==> config.mk <==
export PLATFORM = sky130hd
export DESIGN_NAME = reg_bank_seq_ctrl
export DESIGN_NICKNAME = d
export VERILOG_FILES = /design/src/rtl/reg_bank_ctrl_pkg.sv /design/src/rtl/reg_bank_ir_decode.sv /design/src/rtl/reg_bank_seq_ctrl.sv
export SDC_FILE = /design/constraint.sdc
export NUM_CORES = 1
export LEC_CHECK = 0
export CORE_UTILIZATION = 44
export DETAILED_ROUTE_END_ITERATION = 12
export GPL_ROUTABILITY_DRIVEN = 0
export PLACE_DENSITY = 0.88
export SYNTH_ARGS = -nofsm -noshare
export SYNTH_HDL_FRONTEND = slang
export SYNTH_SLANG_ARGS = --single-unit
==> constraint.sdc <==
create_clock -name clk -period 3.86 [get_ports clk]
set_clock_uncertainty 0.15 [all_clocks]
set_input_delay 1.158 -clock clk [delete_from_list [all_inputs] [get_ports clk]]
set_output_delay 1.158 -clock clk [all_outputs]
set_load 0.02 [all_outputs]
==> src/rtl/reg_bank_ctrl_pkg.sv <==
// Shared definitions for the register bank sequencer.
// Holds the controller state encoding, ARM instruction field positions
// and the decode constants used by both the IR decoder and the sequencer top.
package reg_bank_ctrl_pkg;

    // Sequencer phases for one instruction
    typedef enum logic [1:0] {
        ST_IDLE   = 2'd0,
        ST_EXEC   = 2'd1,
        ST_MUL    = 2'd2,
        ST_PC_INC = 2'd3
    } state_e;

    // Register fields of a 32-bit ARM instruction
    localparam int RN_HI  = 19;
    localparam int RN_LO  = 16;
    localparam int RD_HI  = 15;
    localparam int RD_LO  = 12;
    localparam int RS_HI  = 11;
    localparam int RS_LO  = 8;
    localparam int RM_HI  = 3;
    localparam int RM_LO  = 0;
    localparam int OPC_HI = 24;
    localparam int OPC_LO = 21;

    // Immediate-operand flag and register-shift flag
    localparam int IMM_BIT   = 25;
    localparam int SHREG_BIT = 4;

    // IR[7:4] pattern that marks a multiply
    localparam logic [3:0] MUL_SIG = 4'b1001;

    // Index of the program counter in the register bank
    localparam logic [3:0] PC_IDX = 4'd15;

    // Top two opcode bits shared by TST/TEQ/CMP/CMN
    localparam logic [1:0] CMP_OPC_MASK = 2'b10;

endpackage

==> src/rtl/reg_bank_ir_decode.sv <==
// Combinational instruction classifier for the register bank sequencer.
// Ports:
//   ir          - instruction to classify
//   is_mul      - supported multiply (Rd in IR[19:16] is not the PC)
//   is_dp       - data-processing instruction (not a multiply)
//   is_illegal  - anything the sequencer cannot execute
//   writes_rd   - instruction writes a destination register
//   rd_is_pc    - IR[15:12] selects the PC
//   use_c       - register-specified shift, so Rs is needed on C_BUS
module reg_bank_ir_decode
    import reg_bank_ctrl_pkg::*;
(
    input  logic [31:0] ir,
    output logic        is_mul,
    output logic        is_dp,
    output logic        is_illegal,
    output logic        writes_rd,
    output logic        rd_is_pc,
    output logic        use_c
);

    logic mul_sig;
    logic unused_fields;

    // Condition, S bit and the Rs/Rm selectors do not affect sequencing;
    // the register bank reads them straight off IR.
    assign unused_fields = ^{ir[31:28], ir[20], ir[RS_HI:RS_LO],
                             ir[RM_HI:RM_LO], ir[OPC_LO]};

    // A multiply-shaped word targeting the PC is rejected rather than being
    // treated as data processing, so the signature test is kept separate.
    always_comb begin
        mul_sig    = (ir[27:22] == 6'b000000) && (ir[7:4] == MUL_SIG);
        is_mul     = mul_sig && (ir[RN_HI:RN_LO] != PC_IDX);
        is_dp      = (ir[27:26] == 2'b00) && !mul_sig;
        is_illegal = !is_mul && !is_dp;
        writes_rd  = is_mul || (is_dp && (ir[OPC_HI:OPC_HI-1] != CMP_OPC_MASK));
        rd_is_pc   = (ir[RD_HI:RD_LO] == PC_IDX);
        use_c      = !ir[IMM_BIT] && ir[SHREG_BIT];
    end

endmodule

==> src/rtl/reg_bank_seq_ctrl.sv <==
// Per-instruction sequencer driving the register bank control lines.
// Accepts one instruction per valid/ready handshake, holds it on IR and
// steps through EXEC, an optional multi-cycle MUL phase and PC_INC.
// Ports:
//   clk, rst         - clock and synchronous active-high reset
//   ir_in, ir_valid  - instruction offered by fetch
//   ir_ready         - high only in IDLE
//   IR               - registered instruction to the register bank
//   LATCH_REG        - register bank write enable
//   PC_MUX, RD_MUX, DATA_MUX - write path selects
//   REG_GATE_A/B/C   - Rn/Rm/Rs bus drivers
//   busy, done, illegal - status
module reg_bank_seq_ctrl
    import reg_bank_ctrl_pkg::*;
#(
    parameter int MUL_LAT = 2
) (
    input  logic        clk,
    input  logic        rst,
    input  logic [31:0] ir_in,
    input  logic        ir_valid,
    output logic        ir_ready,
    output logic [31:0] IR,
    output logic        LATCH_REG,
    output logic        PC_MUX,
    output logic        RD_MUX,
    output logic        DATA_MUX,
    output logic        REG_GATE_A,
    output logic        REG_GATE_B,
    output logic        REG_GATE_C,
    output logic        busy,
    output logic        done,
    output logic        illegal
);

    localparam logic [3:0] MUL_LAST = 4'(MUL_LAT - 1);

    state_e      state_q, state_d;
    logic [31:0] ir_q, ir_d;
    logic [3:0]  mul_cnt_q, mul_cnt_d;

    logic in_is_mul, in_is_dp, in_is_illegal, in_writes_rd, in_rd_is_pc, in_use_c;
    logic cur_is_mul, cur_is_dp, cur_is_illegal, cur_writes_rd, cur_rd_is_pc, cur_use_c;
    logic unused_flags;

    // The offered word is classified so the first phase is chosen at the
    // accept edge; the held word drives the Moore outputs afterwards.
    reg_bank_ir_decode u_in_decode (
        .ir         (ir_in),
        .is_mul     (in_is_mul),
        .is_dp      (in_is_dp),
        .is_illegal (in_is_illegal),
        .writes_rd  (in_writes_rd),
        .rd_is_pc   (in_rd_is_pc),
        .use_c      (in_use_c)
    );

    reg_bank_ir_decode u_cur_decode (
        .ir         (ir_q),
        .is_mul     (cur_is_mul),
        .is_dp      (cur_is_dp),
        .is_illegal (cur_is_illegal),
        .writes_rd  (cur_writes_rd),
        .rd_is_pc   (cur_rd_is_pc),
        .use_c      (cur_use_c)
    );

    assign unused_flags = ^{in_is_dp, in_writes_rd, in_rd_is_pc, in_use_c,
                            cur_is_mul, cur_is_dp};

    // State, instruction and multiply counter registers
    always_ff @(posedge clk) begin
        if (rst) begin
            state_q   <= ST_IDLE;
            ir_q      <= '0;
            mul_cnt_q <= '0;
        end else begin
            state_q   <= state_d;
            ir_q      <= ir_d;
            mul_cnt_q <= mul_cnt_d;
        end
    end

    // Next-state logic. An unsupported word skips straight to PC_INC, and a
    // data-processing write to the PC finishes in EXEC since the PC was
    // overwritten and must not be incremented.
    always_comb begin
        state_d   = state_q;
        ir_d      = ir_q;
        mul_cnt_d = mul_cnt_q;
        case (state_q)
            ST_IDLE: begin
                if (ir_valid) begin
                    ir_d      = ir_in;
                    mul_cnt_d = '0;
                    if (in_is_illegal)
                        state_d = ST_PC_INC;
                    else if (in_is_mul)
                        state_d = ST_MUL;
                    else
                        state_d = ST_EXEC;
                end
            end
            ST_EXEC: begin
                if (cur_writes_rd && cur_rd_is_pc)
                    state_d = ST_IDLE;
                else
                    state_d = ST_PC_INC;
            end
            ST_MUL: begin
                mul_cnt_d = mul_cnt_q + 4'd1;
                if (mul_cnt_q == MUL_LAST)
                    state_d = ST_PC_INC;
            end
            ST_PC_INC: state_d = ST_IDLE;
            default:   state_d = ST_IDLE;
        endcase
    end

    // Moore output decode. Defaults are the quiet IDLE-like values so the
    // buses float and nothing is written unless a phase asks for it.
    always_comb begin
        ir_ready   = 1'b0;
        busy       = 1'b1;
        done       = 1'b0;
        illegal    = 1'b0;
        LATCH_REG  = 1'b0;
        PC_MUX     = 1'b0;
        RD_MUX     = 1'b1;
        DATA_MUX   = 1'b1;
        REG_GATE_A = 1'b0;
        REG_GATE_B = 1'b0;
        REG_GATE_C = 1'b0;
        case (state_q)
            ST_IDLE: begin
                ir_ready = 1'b1;
                busy     = 1'b0;
            end
            ST_EXEC: begin
                REG_GATE_A = 1'b1;
                REG_GATE_B = !ir_q[IMM_BIT];
                REG_GATE_C = cur_use_c;
                LATCH_REG  = cur_writes_rd;
                done       = cur_writes_rd && cur_rd_is_pc;
            end
            ST_MUL: begin
                REG_GATE_B = 1'b1;
                REG_GATE_C = 1'b1;
                RD_MUX     = 1'b0;
                LATCH_REG  = (mul_cnt_q == MUL_LAST);
            end
            ST_PC_INC: begin
                LATCH_REG = 1'b1;
                PC_MUX    = 1'b1;
                DATA_MUX  = 1'b0;
                done      = 1'b1;
                illegal   = cur_is_illegal;
            end
            default: begin
                busy = 1'b1;
            end
        endcase
    end

    assign IR = ir_q;

endmodule
==> results of run 1 <==
## critical path, delay by kind of cell, from the launching register on
family	cells	cell delay, ps
AOI/OAI and AO/OA	2	240
buffers and inverters	1	610
DFF	1	360
and+or+nand+nor	2	630
## through the flow
step	total power [µW]	hold slack (ps)	util	setup WS (ps)	cell area, µm²
4_1_cts	1540	307	0.709	404	2590
3_5_place_dp	1260	296	0.683	725	2500
3_3_place_gp	1240	291	0.683	764	2500
6_report	1530	305	0.709	419	2590
2_1_floorplan	942	304	-	1010	1690
5_1_grt	1630	334	0.709	282	2590
## cells in the mapped netlist (2+ instances only)
library cell | n | area (µm²)
nand2b_1 | 3 | 18.8
ha_1 | 7 | 87.6
nand2_1 | 70 | 263
nor3_1 | 3 | 15.0
o21a_1 | 2 | 15.0
a311oi_1 | 2 | 17.5
nor4b_1 | 2 | 17.5
clkbuf_1 | 10 | 37.5
o21ai_1 | 4 | 20.0
or3_1 | 2 | 12.5
nor4b_4 | 2 | 47.6
nand4_1 | 3 | 18.8
nor2_1 | 6 | 22.5
inv_1 | 6 | 22.5
dfxtp_1 | 38 | 761
a21oi_1 | 39 | 195
and2_1 | 2 | 12.5
nand3_1 | 2 | 10.0
## routing by layer
layer	global-route usage	part of all wire	vias to the layer above	routed length, µm
met5	0	0	-	0
met4	0.119	0.034	0	153
met3	0.0643	0.056	11	248
met2	0.399	0.49	55	2170
met1	0.277	0.42	793	1870
li1	-	-	875	-
## power groups by stage
stage,combinational (µW),sequential (µW),clock [µW]
2_1_floorplan,339,603,0
3_3_place_gp,707,532,0
3_5_place_dp,717,539,0
4_1_cts,719,530,287
5_1_grt,777,542,315
6_report,715,530,281
## flip-flops by register name (all words and copies together) (netlist names)
signal,count
IR,32
mul_cnt_q,4
state_q,2
## logic make-up (layout without fill, tap and decap cells)
logic type | after synthesis | after routing | share of synthesized area
and+or+nand+nor | 99 | 99 | 0.278
AOI/OAI and AO/OA | 53 | 53 | 0.179
buffers and inverters | 18 | 95 | 0.0400
DFF | 38 | 38 | 0.451
adders and majority gates | 7 | 7 | 0.0519
## cell type report
type | instances | area share
sequential | 38 | 0.293
clock inverter | 2 | 0.00482
clock buffer | 6 | 0.0318
tap | 48 | 0.0231
inverter | 7 | 0.0101
multi-input combinational | 159 | 0.331
timing repair buffer | 80 | 0.306
## how the worst min path moves through the flow
stage / from / endpoint / slack [ps] / cells after the start
floorplan: mul_cnt_q[3]$_SDFFE_PP0P_ / mul_cnt_q[3]$_SDFFE_PP0P_ / 300 / 2
global placement: IR[31]$_SDFFE_PP0P_ / IR[31]$_SDFFE_PP0P_ / 290 / 2
detailed placement: IR[20]$_SDFFE_PP0P_ / IR[20]$_SDFFE_PP0P_ / 300 / 2
CTS: IR[20]$_SDFFE_PP0P_ / IR[20]$_SDFFE_PP0P_ / 310 / 2
global route: IR[21]$_SDFFE_PP0P_ / IR[21]$_SDFFE_PP0P_ / 330 / 2
finish: IR[31]$_SDFFE_PP0P_ / IR[31]$_SDFFE_PP0P_ / 300 / 2
==> impl_metrics.ini, run 1 <==
[status]
status = finished, final reports clean

[sta]
finalHoldViolCount = 0
setup_viol = 0
maxSlewViolCount = 0
slew-limit-headroom = 0.576
tightestPinTransition_ps = 636
fin_crit_sh = 0.892
period_needed_ps = 3440
tns_ps = 0
rsz0062_at_grt = no
fmax_ghz = 0.291

[route]
first_pass_iters = 4
antenna_left = 0
drtIter0Drc = 95
vias = 1734
wl_mm = 4.44
route.detailed.drc = 0
avgRoutedWirePerCell_um = 13.1
routed_via_density = 5.10

[cells_and_area]
n_antenna_cell = 0
register_area_um2 = 761
syn_to_final_growth_pct = 53.7
nets = 333
fillCellCount = 292
final_cells = 340
multi_input_area_um2 = 860
drive_gt1_frac = 0.0616
final_cell_mix = clkdlybuf4s50_1 (77), nand2_1 (70), a21oi_1 (39), dfxtp_1 (38), ha_1 (7)
mostFrequentLayoutCell = clkdlybuf4s50_1

[synthesis]
async_reset_ff_frac = 0
synth_area_um2 = 1690
synth_area_per_cell_um2 = 7.85
synth_edf_count = 0
ys_types = 30
ys_seq_elements = 38
synth_nets = 257
ys_seq_area_frac = 0.451
ys_warn_count = 0
syn-instance-count = 215
ys.flop_type = dfxtp_1

[worst_setup_path]
worstPathRequired_ps = 2550
critPathLaunchType = flop
critPathCapture = LATCH_REG
crit_path_top_delay_cell = clkdlybuf4s50_1
timing.rr.end = IR[25]$_SDFFE_PP0P_
cp.arrival_ps = 2130
ff2ff_path_depth = 6
crit_path_end_kind = output port
worstReg2RegStart = state_q[0]$_SDFFE_PP0P_
crit_fanout = 3
worstPathCellList = nor4b_4 -> and4_2 -> o21ai_1 -> a21oi_1 -> clkdlybuf4s50_1
cpPeakStageDelay_ps = 610
reg2reg_slack_ps = 1760
crit_start = IR[22]$_SDFFE_PP0P_
crit_type = reg2out

[floorplan]
core_area_um2 = 3660
rows = 22
start_util = 0.461
io-pin-count = 78
die_h_um = 63.9
die_area_um2 = 4090
die_w_um = 63.9

[pwr]
power_density_nw_per_um2 = 588
switchingPower_uw = 594
p_comb_frac = 0.468
p_leak_uw = 0.000938
seqPwrFrac = 0.347
p_clk_frac = 0.184
p_int_uw = 933
vdd_drop_max_uv = 531
swShare = 0.389

[job]
drv_cap = 0

[placement]
numPlacedInstances = 332
post-dp-hpwl_mm = 3.29
numPortBuffers = 77

[cts]
cts_tree = yes
ctsHoldBuffers = 0
post_cts_buffers = 0
cts_max_path_buffers = 2
clk_pin_slew_ps = 80
insertion_delay_ps = 280
clockRootBuffer = clkbuf_8
htreeDepth = 2
numCtsBuffers = 5
cts-resized-gates = 0
cts_sinks = 38

[grt]
antenna_found_initial = 0
track_usage = 0.238
grt_pass1_wl_mm = 7.49
grt_max_degree = 39
grt_pass1_vias = 1614
grt_overflow = 0

[min_path]
hp-class = reg2reg
Note: power is estimated with default switching activity, not from simulation.
==> run 2, diff against run 1 <==
--- a/config.mk
+++ b/config.mk
@@ -5,6 +5,7 @@
 export SDC_FILE = /design/constraint.sdc
 export NUM_CORES = 1
 export LEC_CHECK = 0
+export ABC_CLOCK_PERIOD_IN_PS = 3860
 export CORE_UTILIZATION = 44
 export DETAILED_ROUTE_END_ITERATION = 12
 export GPL_ROUTABILITY_DRIVEN = 0
==> results of run 2 <==
Same layout as run 1: the final DEF is identical, and so are final timing and power.
==> run 3, diff against run 2 <==
--- a/config.mk
+++ b/config.mk
@@ -9,7 +9,7 @@
 export CORE_UTILIZATION = 44
 export DETAILED_ROUTE_END_ITERATION = 12
 export GPL_ROUTABILITY_DRIVEN = 0
-export PLACE_DENSITY = 0.88
+export PLACE_DENSITY = 0.85
 export SYNTH_ARGS = -nofsm -noshare
 export SYNTH_HDL_FRONTEND = slang
 export SYNTH_SLANG_ARGS = --single-unit
==> run 3 against run 2 <==
  * Fmax down 1.8%
  * Highest routed layer unchanged
  * Combinational power hardly changed
  * Register-to-register slack is essentially flat
  * Sequential power about the same
  * Power increased by 9.1%
  * Non-clock buffer count unchanged
  * Via count decreased by 1.6%
  * Critical path type unchanged
  * Worst hold slack hardly changed
==> impl_metrics.ini, run 3 (same netlist as run 1, synthesis figures left out) <==
[sta]
hold_slack_ps = 304
period_needed_ps = 3510
setup_viol = 0
fmax_ghz = 0.285
finalHoldViolCount = 0
maxSlewViolCount = 0
tightestPinTransition_ps = 647
worst_slack_ps = 354
rsz0062_at_grt = no
fin_crit_sh = 0.908
slew-limit-headroom = 0.569
tns_ps = 0

[floorplan]
start_util = 0.461
rows = 22
die_h_um = 63.9
die_area_um2 = 4090
die_w_um = 63.9
core_area_um2 = 3660
io-pin-count = 78

[cells_and_area]
largest_reg_flops = 32
register_area_um2 = 761
final_cell_mix = clkdlybuf4s50_1 (77), nand2_1 (70), a21oi_1 (39), dfxtp_1 (38), ha_1 (7)
mostFrequentLayoutCell = clkdlybuf4s50_1
multi_input_area_um2 = 860
post-route-util = 0.722
drive_gt1_frac = 0.0616
fillCellCount = 304
n_antenna_cell = 0
syn_to_final_growth_pct = 56.6
nets = 333

[grt]
track_usage = 0.238
grt_pass1_vias = 1715
grt_max_degree = 39
grt_pass1_wl_mm = 7.50
grt_overflow = 0
antenna_found_initial = 0

[cts]
cts-resized-gates = 0
clockRootBuffer = clkbuf_8
cts_tree = yes
clk_pin_slew_ps = 70
insertion_delay_ps = 290
numCtsBuffers = 5
cts_max_path_buffers = 2
post_cts_buffers = 0
htreeDepth = 2
ctsHoldBuffers = 0
cts_sinks = 38

[route]
first_pass_iters = 4
wl_mm = 4.52
avgRoutedWirePerCell_um = 13.3
antenna_left = 0
route.detailed.drc = 0
vias = 1707
drtIter0Drc = 104
routed_via_density = 5.02

[worst_setup_path]
cp.arrival_ps = 2200
crit_path_top_delay_cell = clkdlybuf4s50_1
worstPathCellList = nor4b_4 -> and4_2 -> o21ai_1 -> o21ai_1 -> clkdlybuf4s50_1
path_delay_family = simple AND/OR/NAND/NOR gates
cpPeakStageDelay_ps = 610
crit_buf_inv = 1
crit_type = reg2out
crit_top_cell = o21ai_1
crit_path_end_kind = output port
worstPathRequired_ps = 2550
crit_fanout = 4
critPathLaunchType = flop

[status]
status = finished, final reports clean

[pwr]
p_leak_uw = 0.000963
total_power_uw = 1660
power_density_nw_per_um2 = 630
vdd_drop_max_uv = 297

[job]
drv_cap = 0

[min_path]
hp-class = reg2reg

[placement]
numPortBuffers = 77
dp_slack_ps = 690
post-dp-hpwl_mm = 3.26
## run 3: worst paths after layout
kind,slack (ps),cells after the start,end,from
min reg2reg,300,2,IR[9]$_SDFFE_PP0P_,IR[9]$_SDFFE_PP0P_
min,300,2,IR[9]$_SDFFE_PP0P_,IR[9]$_SDFFE_PP0P_
max reg2reg,1750,6,IR[1]$_SDFFE_PP0P_,state_q[0]$_SDFFE_PP0P_
max,350,5,done,IR[23]$_SDFFE_PP0P_
## run 3: power by group
part / switching, µW / internal [µW] / total, µW
Clock: 143 / 276 / 418
Sequential: 64.8 / 466 / 530
Combinational: 393 / 323 / 716
## run 3: per-stage QoR
step,instance area [µm²],std cells
after floorplan,1690,215
after global placement,2500,332
after detailed placement,2500,332
after CTS,2640,340
after global routing,2640,340
final,2640,340
## run 3: final cells by class
type,count,share of cell area
clock inverter,2,0.0227
tap,48,0.0227
sequential,38,0.288
clock buffer,6,0.0313
multi-input combinational,159,0.325
inverter,7,0.00994
timing repair buffer,80,0.300
## run 3: layer usage
metal	up-vias	GRT usage	routed length (µm)
li1	871	-	-
met2	49	0.415	2280
met5	-	0	0
met1	772	0.259	1840
met4	0	0.136	151
met3	15	0.0625	243
## run 3: worst register-to-register path: cells and delay by family, from the launching register on
kind	cells	cell delay, ps
adder cells (fa/ha/maj)	1	240
flip-flops	1	370
AO/OA/AOI/OAI	1	140
buffers and inverters	2	460
AND/OR/NAND/NOR	2	660
